### src/rtl/txwregif_wr_arb.sv
// Round-robin arbiter that lets NREQ requesters share one FIFO write port.
// Each grant writes an address word and then a data word back to back.
module txwregif_wr_arb #(
  parameter int WIDTH = 16,
  parameter int DEPTH = 4,
  parameter int PTR   = 2,
  parameter int NREQ  = 3
) (
  input  logic                    wrclk,
  input  logic                    reset_,
  input  logic [NREQ-1:0]         req_valid,
  input  logic [NREQ*WIDTH-1:0]   req_addr,
  input  logic [NREQ*WIDTH-1:0]   req_data,
  output logic [NREQ-1:0]         req_ack,
  output logic [NREQ-1:0]         grant,
  output logic                    fifo_wren,
  output logic [WIDTH-1:0]        fifo_datain,
  input  logic                    fifo_wrfull,
  input  logic [PTR:0]            fifo_wrusedw,
  output logic                    busy,
  output logic                    err_ovf,
  output logic [15:0]             txn_cnt
);

  localparam int IW = (NREQ > 1) ? $clog2(NREQ) : 1;
  localparam logic [PTR:0] ADMIT_MAX = (PTR+1)'(DEPTH - 2);

  typedef enum logic [1:0] {IDLE, ADDR, DATA} state_t;

  state_t            state;
  logic [IW-1:0]     last_grant;
  logic [IW-1:0]     win;
  logic              found;
  logic              admit;
  int unsigned       idx;
  logic [WIDTH-1:0]  sel_addr;
  logic [WIDTH-1:0]  sel_data;
  logic [WIDTH-1:0]  data_lat;

  // Search starts one past the previous owner; the previous owner is tried last.
  always_comb begin
    found = 1'b0;
    win   = last_grant;
    idx   = 0;
    for (int unsigned k = 1; k <= NREQ; k++) begin
      idx = (32'(last_grant) + k) % NREQ;
      if (!found && req_valid[IW'(idx)]) begin
        found = 1'b1;
        win   = IW'(idx);
      end
    end
  end

  always_comb begin
    sel_addr = '0;
    sel_data = '0;
    for (int unsigned i = 0; i < NREQ; i++) begin
      if (win == IW'(i)) begin
        sel_addr = req_addr[i*WIDTH +: WIDTH];
        sel_data = req_data[i*WIDTH +: WIDTH];
      end
    end
  end

  // Two free slots are needed so the data word can never be refused.
  assign admit = found && !fifo_wrfull && (fifo_wrusedw <= ADMIT_MAX);
  assign busy  = (state != IDLE);

  // The address word is driven straight from the winner's inputs on the grant
  // edge, so only the data word needs to be held until the following cycle.
  always_ff @(posedge wrclk) begin
    if (!reset_) begin
      state       <= IDLE;
      grant       <= '0;
      req_ack     <= '0;
      fifo_wren   <= 1'b0;
      fifo_datain <= '0;
      err_ovf     <= 1'b0;
      txn_cnt     <= '0;
      last_grant  <= IW'(NREQ - 1);
      data_lat    <= '0;
    end else begin
      req_ack <= '0;
      if (fifo_wren && fifo_wrfull)
        err_ovf <= 1'b1;
      case (state)
        IDLE: begin
          fifo_wren <= 1'b0;
          if (admit) begin
            state       <= ADDR;
            grant       <= NREQ'(1) << win;
            last_grant  <= win;
            data_lat    <= sel_data;
            fifo_wren   <= 1'b1;
            fifo_datain <= sel_addr;
          end
        end
        ADDR: begin
          state       <= DATA;
          fifo_datain <= data_lat;
          req_ack     <= grant;
          txn_cnt     <= txn_cnt + 16'd1;
        end
        DATA: begin
          state     <= IDLE;
          fifo_wren <= 1'b0;
          grant     <= '0;
        end
        default: state <= IDLE;
      endcase
    end
  end

endmodule

### config.mk
export PLATFORM = sky130hd
export DESIGN_NAME = txwregif_wr_arb
export DESIGN_NICKNAME = d
export VERILOG_FILES = /design/src/rtl/txwregif_wr_arb.sv
export SDC_FILE = /design/constraint.sdc
export NUM_CORES = 1
export LEC_CHECK = 0
export CAP_MARGIN = 20
export CELL_PAD_IN_SITES_DETAIL_PLACEMENT = 0
export CELL_PAD_IN_SITES_GLOBAL_PLACEMENT = 1
export CORE_MARGIN = 5
export CORE_UTILIZATION = 33
export CTS_CLUSTER_DIAMETER = 200
export DETAILED_ROUTE_END_ITERATION = 10
export PLACE_DENSITY_LB_ADDON = 0.1
export SYNTH_ARGS = -nofsm -noshare
export SYNTH_HDL_FRONTEND = slang
export SYNTH_SLANG_ARGS = --single-unit
### constraint.sdc
create_clock -name wrclk -period 4.95 [get_ports wrclk]
set_clock_uncertainty 0.1 [all_clocks]
set_input_delay 1.485 -clock wrclk [delete_from_list [all_inputs] [get_ports wrclk]]
set_output_delay 1.485 -clock wrclk [all_outputs]
set_load 0.02 [all_outputs]
== After elaboration in Yosys (flattened, before gate mapping) ==
Index checks and enable logic that the tools add are counted.

* Multipliers: 0
* Equality and inequality tests: 5
* Reduce and logical (&&, ||, !) cells: 17
* Magnitude comparators: 4
* Bitwise gates (word level): 0
* Div/mod/pow operators: 3
* Add/subtract/negate cells: 4
* Mux-type cells: 26
* Shift-type cells: 1

{| class="wikitable"
|+ Operator list
! cell !! number
|-
| $mux 16 || 7
|-
| $mod 32x2->32 const B || 3
|-
| $pmux 16 s2 || 1
|-
| $add 16x1->16 const B || 1
|-
| $lt 2x3->1 const B || 3
|-
| $mux 2 || 4
|-
| $reduce_and 2->1 || 4
|-
| $mux 1 || 7
|-
| $add 2x2->3 const B || 2
|-
| $bmux 1 s2 || 3
|-
| $pmux 3 s2 || 1
|-
| $reduce_bool 2->1 || 3
|-
| $logic_and 1x1->1 || 5
|-
| $eq 2x1->1 const B || 2
|-
| $eq 2x2->1 const B || 2
|-
| $logic_not 2->1 || 2
|-
| $pmux 2 s2 || 1
|-
| $add 2x1->3 const B || 1
|-
| $le 3x2->1 const B || 1
|-
| $logic_not 1->1 || 3
|-
| $mux 3 || 1
|-
| $shl 1x2->3 const A || 1
|-
| $ne 2x2->1 const B || 1
|-
| $pmux 1 s2 || 1
|}

* Memories: 0
* Output and inout port bits: 41
* Bits in latches: 0
* Input bits: 105
* Bits in writable memories: 0
* Register bits: 60
* Bits in read-only memories: 0

== Depth between registers and ports, before layout ==
Gate-level depths: netlist of the first run.

* Word-level depth: 17
* Depth in mapped cells: 10
* Gate-level depth less buffers: 8

== Worst setup path before layout of the first run ==
OpenSTA, ideal clock, no wires.

* Kind: input to register
* Start: input port req_valid[2]
* End: register data_lat[14]
* Stages on the path: 7
* Path slack: 1594 ps
* Path buffers: 1
* Arrival: 3181 ps
* Cell sequence: buf_6 > or3b_1 > a2111oi_2 > and4b_4 > or3b_1 > a21o_1 > a31oi_2

* Word-level cells in the longest chain between the ends: 13

{| class="wikitable"
|+ Ends and longest elaborated chain
! element !! RTL line !! text
|-
| start: declaration || 11 || <nowiki>input logic [NREQ-1:0] req_valid,</nowiki>
|-
| $bmux 1 s2 || 47 || <nowiki>if (!found && req_valid[IW'(idx)]) begin</nowiki>
|-
| $mux 1 (implied by the code) || 47 ||
|-
| $mux 1 || 47 ||
|-
| $logic_not 1->1 || 47 ||
|-
| $logic_and 1x1->1 || 47 ||
|-
| $mux 1 || 47 ||
|-
| $logic_not 1->1 || 47 ||
|-
| $logic_and 1x1->1 || 47 ||
|-
| $mux 2 || 47 ||
|-
| $logic_not 2->1 || 58 || <nowiki>if (win == IW'(i)) begin</nowiki>
|-
| $mux 16 (3 in series) || 58 ||
|-
| end signal: assignment || 93 || <nowiki>data_lat <= sel_data;</nowiki>
|-
| end: declaration || 38 || <nowiki>logic [WIDTH-1:0] data_lat;</nowiki>
|}

Parallel ways exist; a longest one is shown, timed or not. The select of a mux whose other input is x is not followed.
A chain may end at the register's enable or synchronous reset.

== Final worst setup path of the first run ==
* Start: input port req_valid[2]
* End: register fifo_datain[5]

* Word-level cells in the longest chain between the ends: 15

{| class="wikitable"
|+ Ends and longest elaborated chain
! element !! RTL line !! text
|-
| $bmux 1 s2 || 47 ||
|-
| $mux 1 (implied by the code) || 47 ||
|-
| $mux 1 || 47 ||
|-
| $logic_not 1->1 || 47 ||
|-
| $logic_and 1x1->1 || 47 ||
|-
| $mux 1 || 47 ||
|-
| $logic_not 1->1 || 47 ||
|-
| $logic_and 1x1->1 || 47 ||
|-
| $mux 2 || 47 ||
|-
| $logic_not 2->1 || 58 ||
|-
| $mux 16 (3 in series) || 58 ||
|-
| $mux 16 || 89 || <nowiki>if (admit) begin</nowiki>
|-
| $pmux 16 s2 || 86 || <nowiki>case (state)</nowiki>
|-
| end signal: assignment || 95 || <nowiki>fifo_datain <= sel_addr;</nowiki>
|-
| end signal: assignment || 100 || <nowiki>fifo_datain <= data_lat;</nowiki>
|-
| end: declaration || 17 || <nowiki>output logic [WIDTH-1:0] fifo_datain,</nowiki>
|}

Parallel ways exist; a longest one is shown, timed or not. The select of a mux whose other input is x is not followed.

==> results of run 1 <==
==> critical path, stage by stage <==
cell and delay, ns:
clkdlybuf4s50_1 0.59, or3b_1 0.46, a2111oi_2 0.30, and4b_4 0.29, nor2_8 0.21, nand3_4 0.40
o221ai_1 0.35
==> metrics by stage <==
stage               std cells  area, um^2   util  power (W)
floorplan                 403        3480      -   0.000714
global placement          662        5020  0.486   0.000860
detailed placement        663        5020  0.487   0.000864
CTS                       679        5260  0.509    0.00138
global route              679        5260  0.509    0.00143
finish                    679        5260  0.509    0.00136
==> routing by layer <==
layer / share of wire / vias up
met5: 0 / -
met4: 0.019 / 0
met3: 0.091 / 16
met2: 0.46 / 105
met1: 0.43 / 1528
li1: - / 1679
==> sequential cells by signal, summed over array words and instances (netlist names) <==
| register | cells |
|---|---|
| fifo_wren | 1 |
| grant | 3 |
| req_ack | 3 |
| data_lat | 16 |
| err_ovf | 1 |
| last_grant | 2 |
| txn_cnt | 16 |
| fifo_datain | 16 |
| state | 2 |
==> cells by family after synthesis <==
logic type | after synthesis | synth area share
xor+xnor | 13 | 0.0327
compound gates | 87 | 0.228
simple gates | 146 | 0.213
buf+inv | 63 | 0.0813
fa+ha+maj | 3 | 0.0108
flops | 60 | 0.345
mux | 31 | 0.0892
==> final timing paths <==
check | start | to | slack (ns)
worst min-delay path | data_lat[13]$_SDFFE_PN0P_ | data_lat[13]$_SDFFE_PN0P_ | 0.37
worst max-delay path | req_valid[2] | fifo_datain[5]$_SDFFE_PN0P_ | 1.00
worst min register to register | data_lat[13]$_SDFFE_PN0P_ | data_lat[13]$_SDFFE_PN0P_ | 0.37
worst max register to register | last_grant[0]$_SDFFE_PN0P_ | fifo_datain[5]$_SDFFE_PN0P_ | 1.95
==> power groups by stage <==
stage	sequential, W	combinational, W	clock, W
detailed placement	0.000530	0.000334	0
floorplan	0.000542	0.000172	0
global route	0.000521	0.000357	0.000548
finish	0.000519	0.000331	0.000511
CTS	0.000519	0.000336	0.000526
global placement	0.000530	0.000330	0
==> cells in the final DEF, fill, tap and decap left out, drive strengths merged, types with 2 or more instances in the layout <==
master,synthesis,layout
clkdlybuf4s50,0,145
o21ai,23,23
buf,12,5
o211ai,2,2
and2,16,16
nand4,7,7
nor2b,6,6
nand3b,4,4
nand2b,5,5
clkbuf,14,10
nor2,6,6
and3,5,5
or3b,2,2
mux2i,31,31
a21boi,7,7
nand3,5,5
clkinv,0,2
a211oi,2,2
inv,37,39
a31oi,2,2
bufinv,0,2
o2111ai,3,3
o221ai,31,31
ha,3,3
o31ai,2,2
a21oi,6,6
nand2,81,81
or3,2,2
dfxtp,60,60
xnor2,12,12
or2,2,2
==> final cells by class <==
cell class / count / area share
clock inverters: 6 / 0.0181
clock buffers: 10 / 0.0262
repair buffers: 150 / 0.283
well taps: 136 / 0.0324
flip-flops and latches: 60 / 0.228
inverters: 37 / 0.0264
multi-input cells: 280 / 0.385
==> impl_metrics.yaml, run 1 <==
run_status:
  status: "complete, no violations"
grt:
  grt_pass1_wl_mm: 16.1
  grt_pass1_vias: 3300
  overflow: 0
  grt_use_total: 0.157
  antenna_found_initial: 0
  use_met3: 0.0749
  grt_max_degree: 47
  grt.busiest_layer: "met2"
  grt.met2_usage: 0.251
  met1_usage: 0.186
floorplanning:
  initial_utilization: 0.337
  core_mm2: 0.0103
  die_h_um: 113
  dieArea_mm2: 0.0127
  rows: 37
  die_w_um: 113
  ios: 146
synth:
  synthTopCellsByArea: "dfxtp_1, mux2i_1, nand2_1"
  yosysMostFrequentCell: "nand2_1"
  synth_seq_cells: 60
  synth_edf_count: 0
  yosys.area.top_type: "dfxtp_1"
  synthCells: 403
  synthFlopType: "dfxtp_1"
  syn_avg_cell_area_um2: 8.63
  ys_types: 51
  synth_nets: 511
  synthesis.area_mm2: 0.00348
  seq_area_frac_synth: 0.345
  synth_top_area_share: 0.345
  yosys-top-cells-count: "nand2_1, dfxtp_1, inv_1"
  ys_warn_count: 0
  async_flop_share: 0
power_and_ir_drop:
  power_frac_comb: 0.244
  power.density_mw_per_mm2: 259
  power_frac_seq: 0.381
  ir_drop_v: 0.000144
  switching_share: 0.278
  internal_power_w: 0.000983
  p_leak_nw: 1.96
  power_switching_w: 0.000378
  clock_power_share: 0.375
worst_setup_path:
  path_class: "in2reg"
  reg2reg_depth: 8
  end_kind: "flop"
  crit_path_start_kind: "input port"
  cp_data_arrival_time_ns: 4.11
  required_ns: 5.11
  cp_max_fo: 26
routing:
  wl_mm: 10.1
  wl_per_cell_um: 14.8
  drtIter0Drc: 102
  drc: 0
  drtAntennaViolNets: 0
  num_vias: 3328
  viasPerCell: 4.90
  dr.pass1.iters: 4
placed_design:
  gp_congestion: 0.750
  port_buffers: 145
  hpwl_mm: 7.34
  dp_slack_ns: 0.628
finish:
  seqCellArea_mm2: 0.00120
  nNetsFinal: 646
  drive_gt1_frac: 0.0994
  num_antenna_cells: 0
  syn2layout_area_growth_pct: 51.2
  nFillCells: 1006
  multi_input_area_mm2: 0.00203
timing:
  rsz0062_at_grt: "false"
  timing.final.ws_setup_ns: 1.00
  post-route-period-util: 0.798
  period_minus_slack_ns: 3.95
  slew_violations: 0
  finalSetupViolCount: 0
  hold_violations: 0
  setup_tns_ns: 0
  relSlewSlack: 0.290
  worst_pin_slew_ns: 1.06
  max_clock_freq_mhz: 253
  holdWs_ns: 0.369
clocking:
  worstSkewPairLatency_ns: 0.34
  cts_num_sinks: 60
  root_buffer: "clkbuf_8"
  numCtsBuffers: 9
  clkTransAtPathRegs_ns: 0.08
  cts_max_level: 3
  cts_resized: 0
  postCtsSetupBuffers: 0
  cts_tree: "built"
  clock_path_buffers: 2
  cts-hold-fix-buffers: 0
worst_hold_path:
  hold_path_class: "reg2reg"
  hold_path_depth: 2
job:
  maxCapViolations: 0
(Power assumes the default switching activity.)
==> run 2: changes to the inputs <==
--- a/config.mk
+++ b/config.mk
@@ -9,7 +9,7 @@
 export CELL_PAD_IN_SITES_DETAIL_PLACEMENT = 0
 export CELL_PAD_IN_SITES_GLOBAL_PLACEMENT = 1
 export CORE_MARGIN = 5
-export CORE_UTILIZATION = 33
+export CORE_UTILIZATION = 31
 export CTS_CLUSTER_DIAMETER = 200
 export DETAILED_ROUTE_END_ITERATION = 10
 export PLACE_DENSITY_LB_ADDON = 0.1
==> constraint.sdc (replaced) <==
create_clock -name wrclk -period 3.9 [get_ports wrclk]
set_clock_uncertainty 0.1 [all_clocks]
set_input_delay 1.17 -clock wrclk [delete_from_list [all_inputs] [get_ports wrclk]]
set_output_delay 1.17 -clock wrclk [all_outputs]
set_load 0.02 [all_outputs]
==> impl_metrics.yaml, run 2 (same netlist as run 1, synthesis figures left out) <==
clocking:
  clock_path_buffers: 2
  worstSkewPairLatency_ns: 0.32
  cts_max_level: 3
  cts_resized: 0
  cts_num_sinks: 60
  cts_tree: "built"
  clkTransAtPathRegs_ns: 0.05
  numCtsBuffers: 9
  postCtsSetupBuffers: 0
  cts-hold-fix-buffers: 0
  root_buffer: "clkbuf_16"
floorplanning:
  rows: 38
  core_mm2: 0.0109
  dieArea_mm2: 0.0134
  die_h_um: 116
  initial_utilization: 0.318
  ios: 146
  die_w_um: 116
power_and_ir_drop:
  power.density_mw_per_mm2: 338
  ir_drop_v: 0.000205
  power_frac_seq: 0.361
  clock_power_share: 0.402
  power_switching_w: 0.000501
  internal_power_w: 0.00132
  switching_share: 0.275
  total_power_w: 0.00182
  p_leak_nw: 2.03
  power_frac_comb: 0.237
placed_design:
  hpwl_mm: 7.90
  gp_congestion: 0.717
  dp.cells: 673
  port_buffers: 145
  dpl_cell_area_mm2: 0.00511
finish:
  largest_registers: "data_lat: 16 flops, fifo_datain: 16 flops, txn_cnt: 16 flops"
  fin_area_mm2: 0.00540
  nFillCells: 1116
  nNetsFinal: 653
  layout.cells.non_filler: 690
  num_antenna_cells: 0
  syn2layout_area_growth_pct: 55.3
  drive_gt1_frac: 0.109
  layout_common_cells: "clkdlybuf4s50_1, nand2_1, dfxtp_1"
  final_common_cell: "clkdlybuf4s50_1"
worst_setup_path:
  slowest_stage: "clkdlybuf4s50_1"
  end_kind: "flop"
  rr_endpoint: "data_lat[0]$_SDFFE_PN0P_"
  regToRegSetupSlack_ns: 1.14
  startpoint: "req_valid[2]"
  cp-endpoint: "fifo_datain[1]$_SDFFE_PN0P_"
  crit_buf_inv: 3
  cp.depth: 9
  path_class: "in2reg"
  path_cells: "clkdlybuf4s50_1, buf_4, or3b_1, a2111oi_2, and4b_4, nor2_8, nand3_4, buf_12, o221ai_1"
  crit_path_start_kind: "input port"
  reg2reg_depth: 9
  rr_startpoint: "last_grant[0]$_SDFFE_PN0P_"
  slowest_delay_ns: 0.47
  cp_max_fo: 26
  cp_data_arrival_time_ns: 3.52
  critPathTopFamily: "simple AND/OR/NAND/NOR gates"
  required_ns: 4.03
routing:
  drtIter0Drc: 107
  num_vias: 3340
  drc: 0
  dr.pass1.iters: 4
  wl_per_cell_um: 15.5
  viasPerCell: 4.84
  drtAntennaViolNets: 0
  wl_mm: 10.7
timing:
  setup_tns_ns: 0
  worst_pin_slew_ns: 0.870
  post-route-period-util: 0.870
  finalSetupViolCount: 0
  rsz0062_at_grt: "false"
  max_clock_freq_mhz: 295
  holdWs_ns: 0.363
  hold_violations: 0
  period_minus_slack_ns: 3.39
  relSlewSlack: 0.420
  slew_violations: 0
grt:
  grt.met2_usage: 0.288
  grt_max_degree: 32
  met1_usage: 0.193
  use_met3: 0.0527
  grt_pass1_vias: 3552
  grt_pass1_wl_mm: 17.4
  grt_use_total: 0.164
  grt.busiest_layer: "met2"
  overflow: 0
  antenna_found_initial: 0
worst_hold_path:
  hold_path_class: "reg2reg"
job:
  maxCapViolations: 0
run_status:
  status: "complete, no violations"
[run 2: cell type report]
class	count	area, um^2	area share
Clock inverter	5	37.5	0.00695
Multi-Input combinational cell	280	2030	0.375
Sequential cell	60	1200	0.222
Timing Repair Buffer	157	1580	0.292
Tap cell	140	175	0.0324
Clock buffer	11	243	0.0449
Inverter	37	139	0.0257
[run 2: metrics by stage]
stage / setup WS [ns] / util
5_1_grt: 0.340 / 0.494
2_1_floorplan: 0.859 / -
3_3_place_gp: 0.227 / 0.468
6_report: 0.509 / 0.494
4_1_cts: 0.494 / 0.493
3_5_place_dp: 0.170 / 0.468
[run 2: worst reg2reg max path, stage by stage (launching register included)]
cell      delay (ns)
dfxtp_1         0.41
inv_1           0.07
ha_1            0.36
nor2_1          0.36
a31oi_1         0.13
o22a_1          0.25
a32oi_4         0.25
buf_12          0.26
nand3b_1        0.24
o221ai_1        0.25
[run 2: how the worst min path moves through the flow]
stage,from,endpoint,slack (ns),cells after the start
floorplan,data_lat[0]$_SDFFE_PN0P_,data_lat[0]$_SDFFE_PN0P_,0.33,2
CTS,data_lat[9]$_SDFFE_PN0P_,data_lat[9]$_SDFFE_PN0P_,0.37,2
global placement,data_lat[3]$_SDFFE_PN0P_,data_lat[3]$_SDFFE_PN0P_,0.35,2
global route,data_lat[7]$_SDFFE_PN0P_,data_lat[7]$_SDFFE_PN0P_,0.39,2
finish,data_lat[2]$_SDFFE_PN0P_,data_lat[2]$_SDFFE_PN0P_,0.36,2
detailed placement,data_lat[12]$_SDFFE_PN0P_,data_lat[12]$_SDFFE_PN0P_,0.35,2
[run 2: power by group through the flow]
stage / clock network (W) / registers, W / logic, W
6_report: 0.000733 / 0.000659 / 0.000432
5_1_grt: 0.000794 / 0.000663 / 0.000472
4_1_cts: 0.000755 / 0.000660 / 0.000438
3_5_place_dp: 0 / 0.000673 / 0.000437
3_3_place_gp: 0 / 0.000672 / 0.000432
2_1_floorplan: 0 / 0.000688 / 0.000218
[run 2: per-layer routing]
metal	wire, um	share of wire	up-vias
met5	0	0	-
met4	118	0.011	0
met3	744	0.070	8
met2	5330	0.50	89
met1	4480	0.42	1549
li1	-	-	1694
==> run 3: changes to the inputs <==
==> constraint.sdc (replaced) <==
create_clock -name wrclk -period 3.3 [get_ports wrclk]
set_clock_uncertainty 0.1 [all_clocks]
set_input_delay 0.99 -clock wrclk [delete_from_list [all_inputs] [get_ports wrclk]]
set_output_delay 0.99 -clock wrclk [all_outputs]
set_load 0.02 [all_outputs]
==> impl_metrics.yaml, run 3 (same netlist as run 1, synthesis figures left out) <==
finish:
  drive_gt1_frac: 0.124
  largest_registers: "data_lat: 16 flops, fifo_datain: 16 flops, txn_cnt: 16 flops"
  final_common_cell: "clkdlybuf4s50_1"
  nNetsFinal: 661
  syn2layout_area_growth_pct: 59.7
  num_antenna_cells: 0
  layout_common_cells: "clkdlybuf4s50_1, nand2_1, dfxtp_1"
worst_hold_path:
  whs_endpoint: "data_lat[2]$_SDFFE_PN0P_"
  hold_path_class: "reg2reg"
  hold_start: "data_lat[2]$_SDFFE_PN0P_"
  hold_path_depth: 2
timing:
  rsz0062_at_grt: "false"
  period_minus_slack_ns: 3.09
  setup_tns_ns: 0
  post-route-period-util: 0.935
  hold_violations: 0
  finalSetupViolCount: 0
  max_clock_freq_mhz: 324
  worst_pin_slew_ns: 0.828
  slew_violations: 0
  relSlewSlack: 0.448
routing:
  dr.pass1.iters: 4
  num_vias: 3328
  drtIter0Drc: 175
  wl_mm: 10.6
  drc: 0
  viasPerCell: 4.77
  drtAntennaViolNets: 0
  wl_per_cell_um: 15.1
floorplanning:
  ios: 146
  core_mm2: 0.0109
  die_h_um: 116
  die_w_um: 116
  dieArea_mm2: 0.0134
  rows: 38
  initial_utilization: 0.318
clocking:
  cts_max_level: 3
  cts-hold-fix-buffers: 0
  worstSkewPairLatency_ns: 0.32
  root_buffer: "clkbuf_16"
  postCtsSetupBuffers: 0
  cts_num_sinks: 60
  clock_path_buffers: 2
  cts_resized: 0
  clkTransAtPathRegs_ns: 0.06
  cts_tree: "built"
  numCtsBuffers: 9
worst_setup_path:
  path_class: "in2reg"
  end_kind: "flop"
  cp_data_arrival_time_ns: 3.18
  reg2reg_depth: 8
  crit_buf_inv: 3
  slowest_delay_ns: 0.52
  rr_startpoint: "last_grant[0]$_SDFFE_PN0P_"
  regToRegSetupSlack_ns: 0.51
  crit_path_start_kind: "input port"
  slowest_stage: "clkdlybuf4s50_1"
  rr_endpoint: "fifo_datain[8]$_SDFFE_PN0P_"
  path_cells: "clkdlybuf4s50_1, buf_4, nor4bb_1, a31oi_1, o22a_1, a32oi_4, buf_12, mux2i_1, o221ai_2"
  cp_max_fo: 19
  critPathTopFamily: "buffers and inverters"
  required_ns: 3.39
grt:
  grt_pass1_wl_mm: 17.1
  grt_use_total: 0.160
  grt_max_degree: 46
  overflow: 0
  grt_pass1_vias: 3427
  antenna_found_initial: 0
power_and_ir_drop:
  total_power_w: 0.00240
  ir_drop_v: 0.000209
  power.density_mw_per_mm2: 432
  clock_power_share: 0.455
  switching_share: 0.253
  power_frac_seq: 0.325
  power_frac_comb: 0.220
  power_switching_w: 0.000606
  internal_power_w: 0.00179
  p_leak_nw: 2.11
run_status:
  status: "complete, no violations"
placed_design:
  gp_congestion: 0.752
  port_buffers: 145
  hpwl_mm: 7.99
job:
  maxCapViolations: 0
-- run 3: final cells by class --
type                       count  area [um^2]
timing repair buffer         165         1660
fill                        1059         5380
sequential                    60         1200
tap                          140          175
clock buffer                   9          225
multi-input combinational    280         2030
inverter                      37          139
clock inverter                 7          124
-- run 3: worst max-delay path by stage --
stage / start / to / depth (start not counted)
final: req_valid[2] / fifo_datain[8]$_SDFFE_PN0P_ / 9
after global routing: req_valid[2] / fifo_datain[8]$_SDFFE_PN0P_ / 9
after CTS: req_valid[2] / fifo_datain[8]$_SDFFE_PN0P_ / 9
after detailed placement: req_valid[2] / fifo_datain[8]$_SDFFE_PN0P_ / 9
after global placement: req_valid[2] / fifo_datain[8]$_SDFFE_PN0P_ / 9
after floorplan: req_valid[2] / data_lat[14]$_SDFFE_PN0P_ / 7
-- run 3: worst min-delay path, cell delays in order, from the launching register on --
cell	delay, ns
dfxtp_1	0.33
nand2_1	0.05
o221ai_1	0.06
-- run 3: stage by stage --
stage	std cells	hold WS [ns]	util	setup WS [ns]	cell area, um^2
after global routing	698	0.394	0.508	0.0621	5550
after global placement	682	0.353	0.476	-0.0943	5200
after floorplan	403	0.332	-	0.439	3480
final	698	0.368	0.508	0.215	5550
after detailed placement	682	0.355	0.476	-0.111	5200
after CTS	698	0.375	0.508	0.210	5550
-- run 3: routing by layer --
metal	routed length, um	track usage	share of wire
met2	5240	0.274	0.50
met5	0	0	0
met3	608	0.0386	0.058
met1	4530	0.196	0.43
met4	187	0.0572	0.018
-- run 3: power groups by stage --
stage          sequential, W  combinational, W  clock [W]
2_1_floorplan       0.000813          0.000258          0
3_3_place_gp        0.000795          0.000531          0
3_5_place_dp        0.000796          0.000533          0
4_1_cts             0.000780          0.000535    0.00111
5_1_grt             0.000784          0.000572    0.00116
6_report            0.000780          0.000527    0.00109
==> edit (config.mk and constraints of run 3) <==
The 3 states of `state_t` get a one-hot encoding in 3 bits.
--- a/src/rtl/txwregif_wr_arb.sv
+++ b/src/rtl/txwregif_wr_arb.sv
@@ -25,7 +25,7 @@
   localparam int IW = (NREQ > 1) ? $clog2(NREQ) : 1;
   localparam logic [PTR:0] ADMIT_MAX = (PTR+1)'(DEPTH - 2);
 
-  typedef enum logic [1:0] {IDLE, ADDR, DATA} state_t;
+  typedef enum logic [2:0] {IDLE = 3'b001, ADDR = 3'b010, DATA = 3'b100} state_t;
 
   state_t            state;
   logic [IW-1:0]     last_grant;
Check against the original RTL: no difference found for any inputs over 4 cycles, from zero or initial values and one cycle with reset_ low; so few cycles prove little.
==> edit against run 3 <==
Sequential cell count up 1. Synthesized cell count decreased by 5.7%. Critical path depth rose by 1. Worst setup slack lost 0.022 ns. Area after synthesis fell by 3.9%. Total power is 13% lower. Cell area is 6.4% lower. Routed wire length down 0.12%. Hold slack improved by 0.021 ns. Critical endpoint is now fifo_datain[15]. Largest cell class unchanged. Highest routed layer unchanged.
==> edit: results (changes against run 3) <==
| Metric | Value |
|---|---|
| Result of the run | finished, final reports clean (unchanged) |
| Synth area leaders | sky130_fd_sc_hd__dfxtp_1 37%, sky130_fd_sc_hd__mux2i_1 7.2%, sky130_fd_sc_hd__nand2_1 5.5%, sky130_fd_sc_hd__o21ai_0 5.4%, sky130_fd_sc_hd__a221o_1 4.8% (was sky130_fd_sc_hd__dfxtp_1 35%, sky130_fd_sc_hd__mux2i_1 8.9%, sky130_fd_sc_hd__nand2_1 8.7%, sky130_fd_sc_hd__o221ai_2 8.6%, sky130_fd_sc_hd__inv_1 4.0%) |
| Leakage power figure | 2.00 nW (was 2.11 nW) |
| Worst-margin pin slew | 0.774 ns (was 0.828 ns) |
| Synthesized Nets | 488 (was 511) |
| Fraction of final layout cells sized beyond drive strength 1 | 10.9% (was 12.4%) |
| Number of nets in the finished design | 635 (was 661) |
| Fraction of the mapped netlist area in adder cells | 1.12% (was 1.08%) |
| Synth Area in Compound Gates | 21.4% (was 22.8%) |
| Avg WL per Cell | 15.7 um (was 15.1 um) |
| Fill cell instance count of the final layout | 1,062 (was 1,059) |
| Number of design-rule violations left by the first detailed-router iteration | 190 (was 175) |
| Antenna diode count | 0 (unchanged) |
| Number of different library cells in the post-synthesis netlist | 53 (was 51) |
| Proportion of synthesized area in mux cells | 9.88% (was 8.92%) |
| Xor and xnor area share after synthesis | 3.67% (was 3.27%) |
| Largest net degree at the start of global routing | 24 (was 46) |
| Register area share after synthesis | 36.5% (was 34.5%) |
| Via density per instance | 4.89 (was 4.77) |
| First drt pass iteration count | 4 (unchanged) |
| Clock insertion delay at the later pin of the skew report | 0.35 ns (was 0.32 ns) |
| Cell class contributing the biggest share of worst-path delay | compound AO/OA/AOI/OAI gates (was buffers and inverters) |
| Largest vdd supply drop | 0.000207 V (was 0.000209 V) |
| DPL Wire Length | 8.09 mm (was 7.99 mm) |
| Async set or reset register ratio after synthesis | 0% (unchanged) |
| First-pass GRT wire length | 16.8 mm (was 17.1 mm) |
| Placer Congestion | 0.827 (was 0.752) |
| Root buf cell | sky130_fd_sc_hd__clkbuf_8 (was sky130_fd_sc_hd__clkbuf_16) |
| Total routing resource utilization after global routing | 16.3% (was 16.0%) |
| Via count of the first global-routing pass | 3,391 (was 3,427) |
edit: changes by cell type after synthesis, sizes merged, moves of 16 or more:
cell    change
nor2       +22
inv        -30
a22oi      +17
o221ai     -31
a221o      +16
nand2      -30
o21ai      +20
edit: worst min-delay path: cells and delay by family (launching register included):
kind             cells  cell delay [ns]
flip-flops           1             0.33
AND/OR/NAND/NOR      1             0.09
AO/OA/AOI/OAI        1             0.04
edit: layer usage:
metal / up-vias / routed length [um] / GRT usage, %
met5: - / 0 / 0
li1: 1653 / - / -
met4: 0 / 166 / 5.78
met1: 1521 / 4480 / 18.7
met3: 15 / 904 / 6.10
met2: 99 / 5010 / 27.8
edit: path summary, 6_finish.rpt:
path | cells past startpoint | from | slack [ns] | end
setup / recovery | 10 | req_valid[2] | 0.19 | fifo_datain[15]
hold / removal | 2 | err_ovf | 0.39 | err_ovf
setup reg to reg | 11 | last_grant[0] | 0.53 | fifo_datain[15]
hold reg to reg | 2 | err_ovf | 0.39 | err_ovf
edit: final cells by class:
cell class / instances / share of cell area, %
tap: 140 / 3.37
timing repair buffer: 165 / 31.7
inverter: 7 / 0.506
sequential: 61 / 23.5
clock inverter: 7 / 1.90
clock buffer: 9 / 2.38
multi-input combinational: 283 / 36.7
edit: per-stage QoR:
stage          cell area (um^2)  hold WS [ns]  power [W]  setup slack [ns]  instances
2_1_floorplan              3340         0.359    0.00112             0.392        380
3_3_place_gp               4970         0.374    0.00137            -0.126        656
3_5_place_dp               4970         0.379    0.00137            -0.161        656
4_1_cts                    5200         0.396    0.00213             0.170        672
5_1_grt                    5200         0.425    0.00220            0.0313        672
6_report                   5200         0.389    0.00210             0.192        672
edit: where the power goes:
part           leakage [nW]  switching [W]  internal, W
Combinational          1.40       0.000243     0.000316
Clock                 0.110       0.000318     0.000429
Sequential            0.495      0.0000191     0.000771
